[src/rtl/sfft_run_ctrl.sv]
// sfft_run_ctrl: run sequencer for the stochastic FFT array (clear, twiddle load, enable, ones counting).
// Optional SFFT_CTRL_CONT_EN: a start request seen in DONE chains straight into the next run.
module sfft_run_ctrl #(
  parameter int BITWIDTH  = 8,
  parameter int NUMINPUTS = 2,
  parameter int LATENCY   = 1
) (
  input  logic                                iClk,
  input  logic                                iRstN,
  input  logic                                iStart,
  input  logic                                iAbort,
  input  logic [NUMINPUTS-1:0]                iReal,
  input  logic [NUMINPUTS-1:0]                iImg,
  output logic                                oEn,
  output logic                                oLoadW,
  output logic                                oClr,
  output logic                                oBusy,
  output logic                                oDone,
  output logic [NUMINPUTS*(BITWIDTH+1)-1:0]   oCntReal,
  output logic [NUMINPUTS*(BITWIDTH+1)-1:0]   oCntImg
);
  localparam int CW      = BITWIDTH + 1;
  localparam int RUN_LEN = (1 << BITWIDTH) + LATENCY;
  localparam int KW      = $clog2(RUN_LEN);
  typedef enum logic [2:0] {IDLE, CLR, LOAD, RUN, DONE} state_t;
  state_t state, nxt;
  logic [KW-1:0] k;
  logic last, go, cnt_clr;
  assign last = k == KW'(RUN_LEN - 1);
  assign go   = iStart && !iAbort;
  always_comb begin
    nxt = state;
    if (state == IDLE)
      nxt = go ? CLR : IDLE;
    else if (state == DONE)
`ifdef SFFT_CTRL_CONT_EN
      nxt = go ? CLR : IDLE;
`else
      nxt = IDLE;
`endif
    else if (iAbort)
      nxt = IDLE;
    else
      nxt = state == CLR ? LOAD : state == LOAD ? RUN : last ? DONE : RUN;
  end
  // Only an abort can take CLR/LOAD/RUN back to IDLE, and an abort discards the counts.
  assign cnt_clr = nxt == CLR || (state inside {CLR, LOAD, RUN} && nxt == IDLE);
  // Outputs are decoded from the next state so they line up with the state register.
  always_ff @(posedge iClk or negedge iRstN) begin
    if (!iRstN) begin
      state    <= IDLE;
      k        <= '0;
      oEn      <= 1'b0;
      oLoadW   <= 1'b0;
      oClr     <= 1'b0;
      oBusy    <= 1'b0;
      oDone    <= 1'b0;
      oCntReal <= '0;
      oCntImg  <= '0;
    end else begin
      state  <= nxt;
      oClr   <= nxt == CLR;
      oLoadW <= nxt == LOAD;
      oEn    <= nxt == RUN;
      oDone  <= nxt == DONE;
      oBusy  <= nxt != IDLE;
      k      <= (state == RUN && nxt == RUN) ? k + 1'b1 : '0;
      if (cnt_clr) begin
        oCntReal <= '0;
        oCntImg  <= '0;
      end else if (state == RUN && k >= KW'(LATENCY)) begin
        for (int n = 0; n < NUMINPUTS; n++) begin
          oCntReal[n*CW +: CW] <= oCntReal[n*CW +: CW] + CW'(iReal[n]);
          oCntImg[n*CW +: CW]  <= oCntImg[n*CW +: CW] + CW'(iImg[n]);
        end
      end
    end
  end
endmodule

[config.mk]
export PLATFORM = sky130hd
export DESIGN_NAME = sfft_run_ctrl
export DESIGN_NICKNAME = d
export VERILOG_FILES = /design/src/rtl/sfft_run_ctrl.sv
export SDC_FILE = /design/constraint.sdc
export NUM_CORES = 1
export LEC_CHECK = 0
export BUFFER_PORTS_ARGS = -buffer_cell sky130_fd_sc_hd__buf_2
export CAP_MARGIN = 20
export CORE_MARGIN = 2
export CORE_UTILIZATION = 40
export DETAILED_ROUTE_END_ITERATION = 6
export PLACE_DENSITY = 0.69
export SLEW_MARGIN = 20
export SYNTH_ARGS = -nofsm -noshare
export SYNTH_HDL_FRONTEND = slang
export SYNTH_SLANG_ARGS = --single-unit
[constraint.sdc]
create_clock -name iClk -period 2.45 [get_ports iClk]
set_input_delay 0.6125 -clock iClk [delete_from_list [all_inputs] [get_ports iClk]]
set_output_delay 0.6125 -clock iClk [all_outputs]
set_load 0.03 [all_outputs]
## Yosys cells after proc, flatten, opt, wreduce, memory -nomap -nowiden

Index checks and enable logic that the tools add are counted.

- Word-level logic and storage cells: 47
- Input bits: 8
- Flip-flop bits (word level): 53
- Output and inout bits: 41

- Magnitude comparators: 1
- Reduce and logical (&&, ||, !) cells: 11
- Equality and inequality tests: 9
- Add/sub/neg operators: 5
- Multiplexer cells: 12

Operators by type and width:

| operator | number |
|---|---|
| 18-bit 2-to-1 mux | 4 |
| 9-bit by 1-bit adder with 9-bit output | 4 |
| 3-bit 2-to-1 mux | 6 |
| 3-bit by 2-bit == test with 1-bit output, second input constant | 4 |
| 9-bit by 1-bit adder with 9-bit output, second input constant | 1 |
| 9-bit == test, second input constant | 1 |
| 9-bit by 1-bit >= comparator with 1-bit output, second input constant | 1 |
| 9-bit 2-to-1 mux | 1 |
| 3-bit by 1-bit == test with 1-bit output, second input constant | 2 |
| 3-bit == test, second input constant | 2 |
| 3-bit logical NOT | 2 |
| 3-bit nonzero test | 2 |
| 1-bit logical AND | 4 |
| 2-bit nonzero test | 1 |
| 1-bit logical NOT | 1 |
| 1-bit logical OR | 1 |
| 1-bit 2-to-1 mux | 1 |

## Depth between registers and ports, before layout

- Depth after elaboration: 11
- Depth in mapped cells: 7
- Gate-level depth less buffers: 6

## Worst setup path after synthesis

OpenSTA, ideal clock, no wires.

- Path kind: input port to flip-flop
- Start point: in iAbort
- End point: reg oCntImg[10]
- Path buffers: 3
- Data required time: 2.323 ns
- Setup time: 0.127 ns
- Arrival: 2.127 ns
- Stages: 7
- Path slack: 0.197 ns
- Cell sequence: clkbuf_1 or4b_2 a21o_1 clkbuf_1 buf_2 nand3_1 o21ai_0

- Longest elaborated chain between the ends: 8
- Elaborated cells on any way between the ends: 12
- Classes of those cells: eq/ne (1); mux (5); reduce/logical (6)

RTL lines:

| element | line | source |
|---|---|---|
| start, declared | 11 | `input logic iAbort,` |
| 1-bit logical NOT | 30 | `assign go = iStart && !iAbort;` |
| 1-bit logical AND | 30 |  |
| 1-bit 2-to-1 mux | 34 | `nxt = go ? CLR : IDLE;` |
| 3-bit 2-to-1 mux * | 33 | `if (state == IDLE)` |
| 3-bit logical NOT | 47 | `assign cnt_clr = nxt == CLR \|\| (state inside {CLR, LOAD, RUN} && nxt == IDLE);` |
| 1-bit logical AND | 47 |  |
| 1-bit logical OR * | 47 |  |
| 18-bit 2-to-1 mux or 2-bit nonzero test (tied branches) | - |  |
| end signal, assigned by index | 74 | `oCntImg[n*CW +: CW] <= oCntImg[n*CW +: CW] + CW'(iImg[n]);` |
| end, declared | 20 | `output logic [NUMINPUTS*(BITWIDTH+1)-1:0] oCntImg` |

Every way passes the cells marked *; elsewhere a longest branch is shown, timed or not.
A chain may end at the register's enable or synchronous reset.

## Worst setup path in the final report

- Start point: reg k[4]
- End point: reg oCntReal[3]

- Longest elaborated chain between the ends: 11
- Elaborated cells on any way between the ends: 15
- Classes of those cells: order compare (1); eq/ne (2); mux (7); reduce/logical (5)

RTL lines:

| element | line | source |
|---|---|---|
| start, declared | 27 | `logic [KW-1:0] k;` |
| start signal, assigned | 67 | `k <= (state == RUN && nxt == RUN) ? k + 1'b1 : '0;` |
| 9-bit == test | 29 | `assign last = k == KW'(RUN_LEN - 1);` |
| 3-bit 2-to-1 mux (3 in a row) | 44 | `nxt = state == CLR ? LOAD : state == LOAD ? RUN : last ? DONE : RUN;` |
| 3-bit 2-to-1 mux | 41 | `else if (iAbort)` |
| 3-bit 2-to-1 mux | 35 | `else if (state == DONE)` |
| 3-bit 2-to-1 mux | 33 |  |
| 3-bit logical NOT | 47 |  |
| 1-bit logical AND | 47 |  |
| 1-bit logical OR | 47 |  |
| 18-bit 2-to-1 mux or 2-bit nonzero test (tied branches) | - |  |
| end signal, assigned by index | 73 | `oCntReal[n*CW +: CW] <= oCntReal[n*CW +: CW] + CW'(iReal[n]);` |
| end, declared | 19 | `output logic [NUMINPUTS*(BITWIDTH+1)-1:0] oCntReal,` |

Several ways; a longest one is shown, not always the timed one.

==> summary by stage <==
Die
The full die area is roughly 0.0076 mm2. The initial utilization of the core area, before any placement, comes to 0.4110. In this run the vertical extent of the chip is roughly 87 um.

The core region area is 0.006719 mm2. slightly below 50 I/O pins were placed. The row count is 30. The die outline width is around 87 um.

Route
The post-route DRC violation count is 0. The total routed wirelength is approximately 5700 um. In this run the remaining antenna-violating nets after routing total 0. The mean number of vias per cell is ~5.6. After the first detailed-routing iteration, the DRC count stood at 97.

The per-cell routed wire length is 13.96 um. The total iterations of the first detailed-routing run is 4. The final route contains about 2,300 vias.

CTS
The H-tree was split into 2 levels. The buffer count from post-CTS setup fixing is 0. In this run the deepest clock path goes through 2 buffers. The clock insertion delay at the later pin of the skew report is ~0.31 ns. Clock-pin slew was measured on the worst setup and hold paths at around 0.10 ns.

In this run, CTS created clock tree buffers numbering 5. The TritonCTS clock tree is yes. The number of cells upsized or downsized after cts is 0.

Buffers inserted to repair hold after CTS numbered 0. CTS saw 53 sinks. Clock tree synthesis selected as its root buffer the cell sky130_fd_sc_hd__clkbuf_8.

Worst setup path
The delay of the slowest cell on the worst path is slightly below 0.6 ns. The logic depth of the worst path, buffers included is 5. STA classifies the critical path endpoint as a flip-flop. The worst register-to-register path has a depth of 5. The worst path required time is approximately 2.7 ns. The worst setup path is launched from a flip-flop. Among all stages on the critical path, the largest delay is contributed by sky130_fd_sc_hd__or4_4. Walking the worst path, the cells encountered are or4_4 > o41ai_4 > buf_4 > o21ai_0 > a21oi_1. The type of the worst setup path is flip-flop to flip-flop. In this run the worst path has a maximum fanout of 18. For the worst setup path, the data arrival time is roughly 2.3 ns. The largest delay contributor family on the critical path is compound AO/OA/AOI/OAI gates.

The count of buffer and inverter cells on the critical path is 1.

Global routing
The number of global-route vias before repair was roughly 2,100. The overall global routing resource usage is 0.1548. Entering global routing, the biggest net connects 55 pins. The first global-routing pass estimated around 9600 um of wire. The number of antenna violations at the first check in global routing is 0. For this run the aggregate overflow at the end of global routing stands at 0.

Hold path
The path class of the lowest-slack min-delay path is input port to asynchronous set/reset pin.

Power
The total power draw is roughly 1600 uW. Power spread over the standard cell area amounts to 513.2 mW/mm2. Summed over all cells, the static leakage comes to approximately 0.0015 uW.

The peak ir drop on the vdd network is ~0.24 mV.

Placement
The global placement routability congestion is around 0.77. Prior to clock tree synthesis, the placed netlist has a worst setup slack of between 0.15 and 0.2 ns. During placement, the flow inserted port buffers numbering 48. Summed over all nets, the half-perimeter wirelength after detailed placement is 3887 um.

Status
The flow ran to the end, and the final reports show no timing, DRC or antenna violations.

Layout
0 antenna diodes ended up in the layout. The final layout contains ~340 nets. Compared with the post-synthesis result, the final layout area differs by 15.90%. Of the cells placed in the final design, the portion with a size suffix greater than 1 is 0.2546. At the end of the flow the core is filled with cells to 0.4764.

Timing
Hold timing on the final database bottoms out at a slack of about 0.28 ns. The shortest clock period the worst path allows after layout is around 2.0 ns. The final setup violation count is 0. The setup TNS is 0 ns. The max-slew violation count is 0. Setup slack on the critical path of the routed design comes to between 0.4 and 0.5 ns.

Dividing the final minimum period by the clock period gives 0.8357. At the pin with the least slew margin, the transition time is ~0.67 ns. Derived from the worst setup path, the maximum achievable clock frequency is 488.4 MHz. The number of hold violations in the final report was 0. Headroom to the max-slew limit came out at 0.5521. The clock arrives with 0.01027 ns of skew. Setup repair after global routing left no endpoint under its margin.

Yosys
The combined area of all synthesized cells is approximately 0.0028 mm2. Counting flops with a built-in enable in the synthesized netlist gives 0. The post-synth net total is around 300. Of the synthesized area, sequential elements account for 0.4803. By instance count, the leading cell after synthesis is sky130_fd_sc_hd__dfrtp_1. By area the synthesized netlist is led by sky130_fd_sc_hd__dfrtp_1 48%, sky130_fd_sc_hd__nand3_1 5.1%, sky130_fd_sc_hd__ha_1 5.0%, sky130_fd_sc_hd__or3_1 4.3%, sky130_fd_sc_hd__a21oi_1 3.8%.

The synthesized design contains 53 register bits. The synthesis warning total is 0. In this run, distinct cell masters in the synthesized netlist total 39. The commonest register cell after synthesis is sky130_fd_sc_hd__dfrtp_1. The largest area contributor in the synthesized netlist is sky130_fd_sc_hd__dfrtp_1. Of the post-synthesis cell area, the dominant cell type holds 0.4803.

Each instance of the synthesized netlist takes up on average 9.933 um2. The commonest cells after synthesis are 53 x sky130_fd_sc_hd__dfrtp_1, 28 x sky130_fd_sc_hd__nand3_1, 21 x sky130_fd_sc_hd__a21oi_1, 21 x sky130_fd_sc_hd__nand2_1, 19 x sky130_fd_sc_hd__or3_1. The gate count of the mapped netlist is approximately 280. In the synthesized netlist the async set-or-reset flop fraction comes to 1.000.

Flow run
The tool flagged a number of max-cap violations equal to 0.
[flip-flops by register name, indices dropped and copies added, names as in the netlist]
register	count
oEn	1
state	3
oClr	1
oCntImg	18
k	9
oLoadW	1
oCntReal	18
oDone	1
oBusy	1
[per-layer routing]
metal  track usage  share of wire  up-vias
met5             0              0        -
met4       0.05540          0.014        0
met3       0.02085          0.022        6
met2        0.2609           0.50       25
met1        0.2036           0.46     1130
li1              -              -     1117
[cell families after synthesis]
logic type	after synthesis	synth area share
adders and majority gates	11	0.04984
DFF	53	0.4803
AOI/OAI and AO/OA	70	0.1690
buffers and inverters	22	0.04712
and+or+nand+nor	115	0.2315
xor gates and xnor gates	7	0.02220
[metrics by stage]
step / cell area [um2] / std cells
floorplan: 2761 / 278
global placement: 3084 / 398
detailed placement: 3084 / 398
CTS: 3201 / 406
global route: 3201 / 406
finish: 3201 / 406
[layout make-up]
cell class	instances	area, um2
fill	637	3518
tap	80	100.1
sequential	53	1326
timing repair buffer	54	322.8
clock buffer	7	86.33
multi-input combinational	203	1305
inverter	8	30.03
clock inverter	1	30.03
[layout by cell type, fill, tap and decap left out, drive strengths merged]
cell	synthesis	layout
nand3	28	28
nand2	21	21
nand2b	1	1
o311ai	1	1
or2	4	4
nor3b	3	3
buf	8	54
xor2	6	6
or3	19	19
nor2	10	10
o21a	1	1
o211ai	2	2
and3	4	4
nor4	2	2
o21ai	27	27
dfrtp	53	53
clkbuf	6	7
or4b	1	1
or4	11	11
xnor2	1	1
and3b	1	1
nand4	5	5
a21oi	29	29
ha	11	11
nor4b	1	1
inv	8	8
bufinv	0	1
o41ai	1	1
nor3	2	2
a21o	1	1
o31ai	8	8
and4	2	2
[final timing paths]
| check | startpoint | slack, ns | endpoint |
|---|---|---|---|
| max | k[4] | 0.40 | oCntReal[3] |
| min reg2reg | oCntReal[9] | 0.55 | oCntReal[9] |
| min | iRstN | 0.28 | oCntImg[7] |
| max in group asynchronous | iRstN | 1.92 | oCntReal[17] |
| max reg2reg | k[4] | 0.40 | oCntReal[3] |
| min in group iClk | oCntReal[9] | 0.55 | oCntReal[9] |
[worst reg2reg max path: stages, from the launching register on]
cell and delay (ns):
sky130_fd_sc_hd__dfrtp_1 0.42, sky130_fd_sc_hd__or4_4 0.58, sky130_fd_sc_hd__o41ai_4 0.39, sky130_fd_sc_hd__buf_4 0.28, sky130_fd_sc_hd__o21ai_0 0.14, sky130_fd_sc_hd__a21oi_1 0.17
[where the power goes]
part	internal, uW	switching [uW]
registers	884	10.1
logic	41.8	94.1
clock network	333	279
Note: power is estimated with default switching activity, not from simulation.
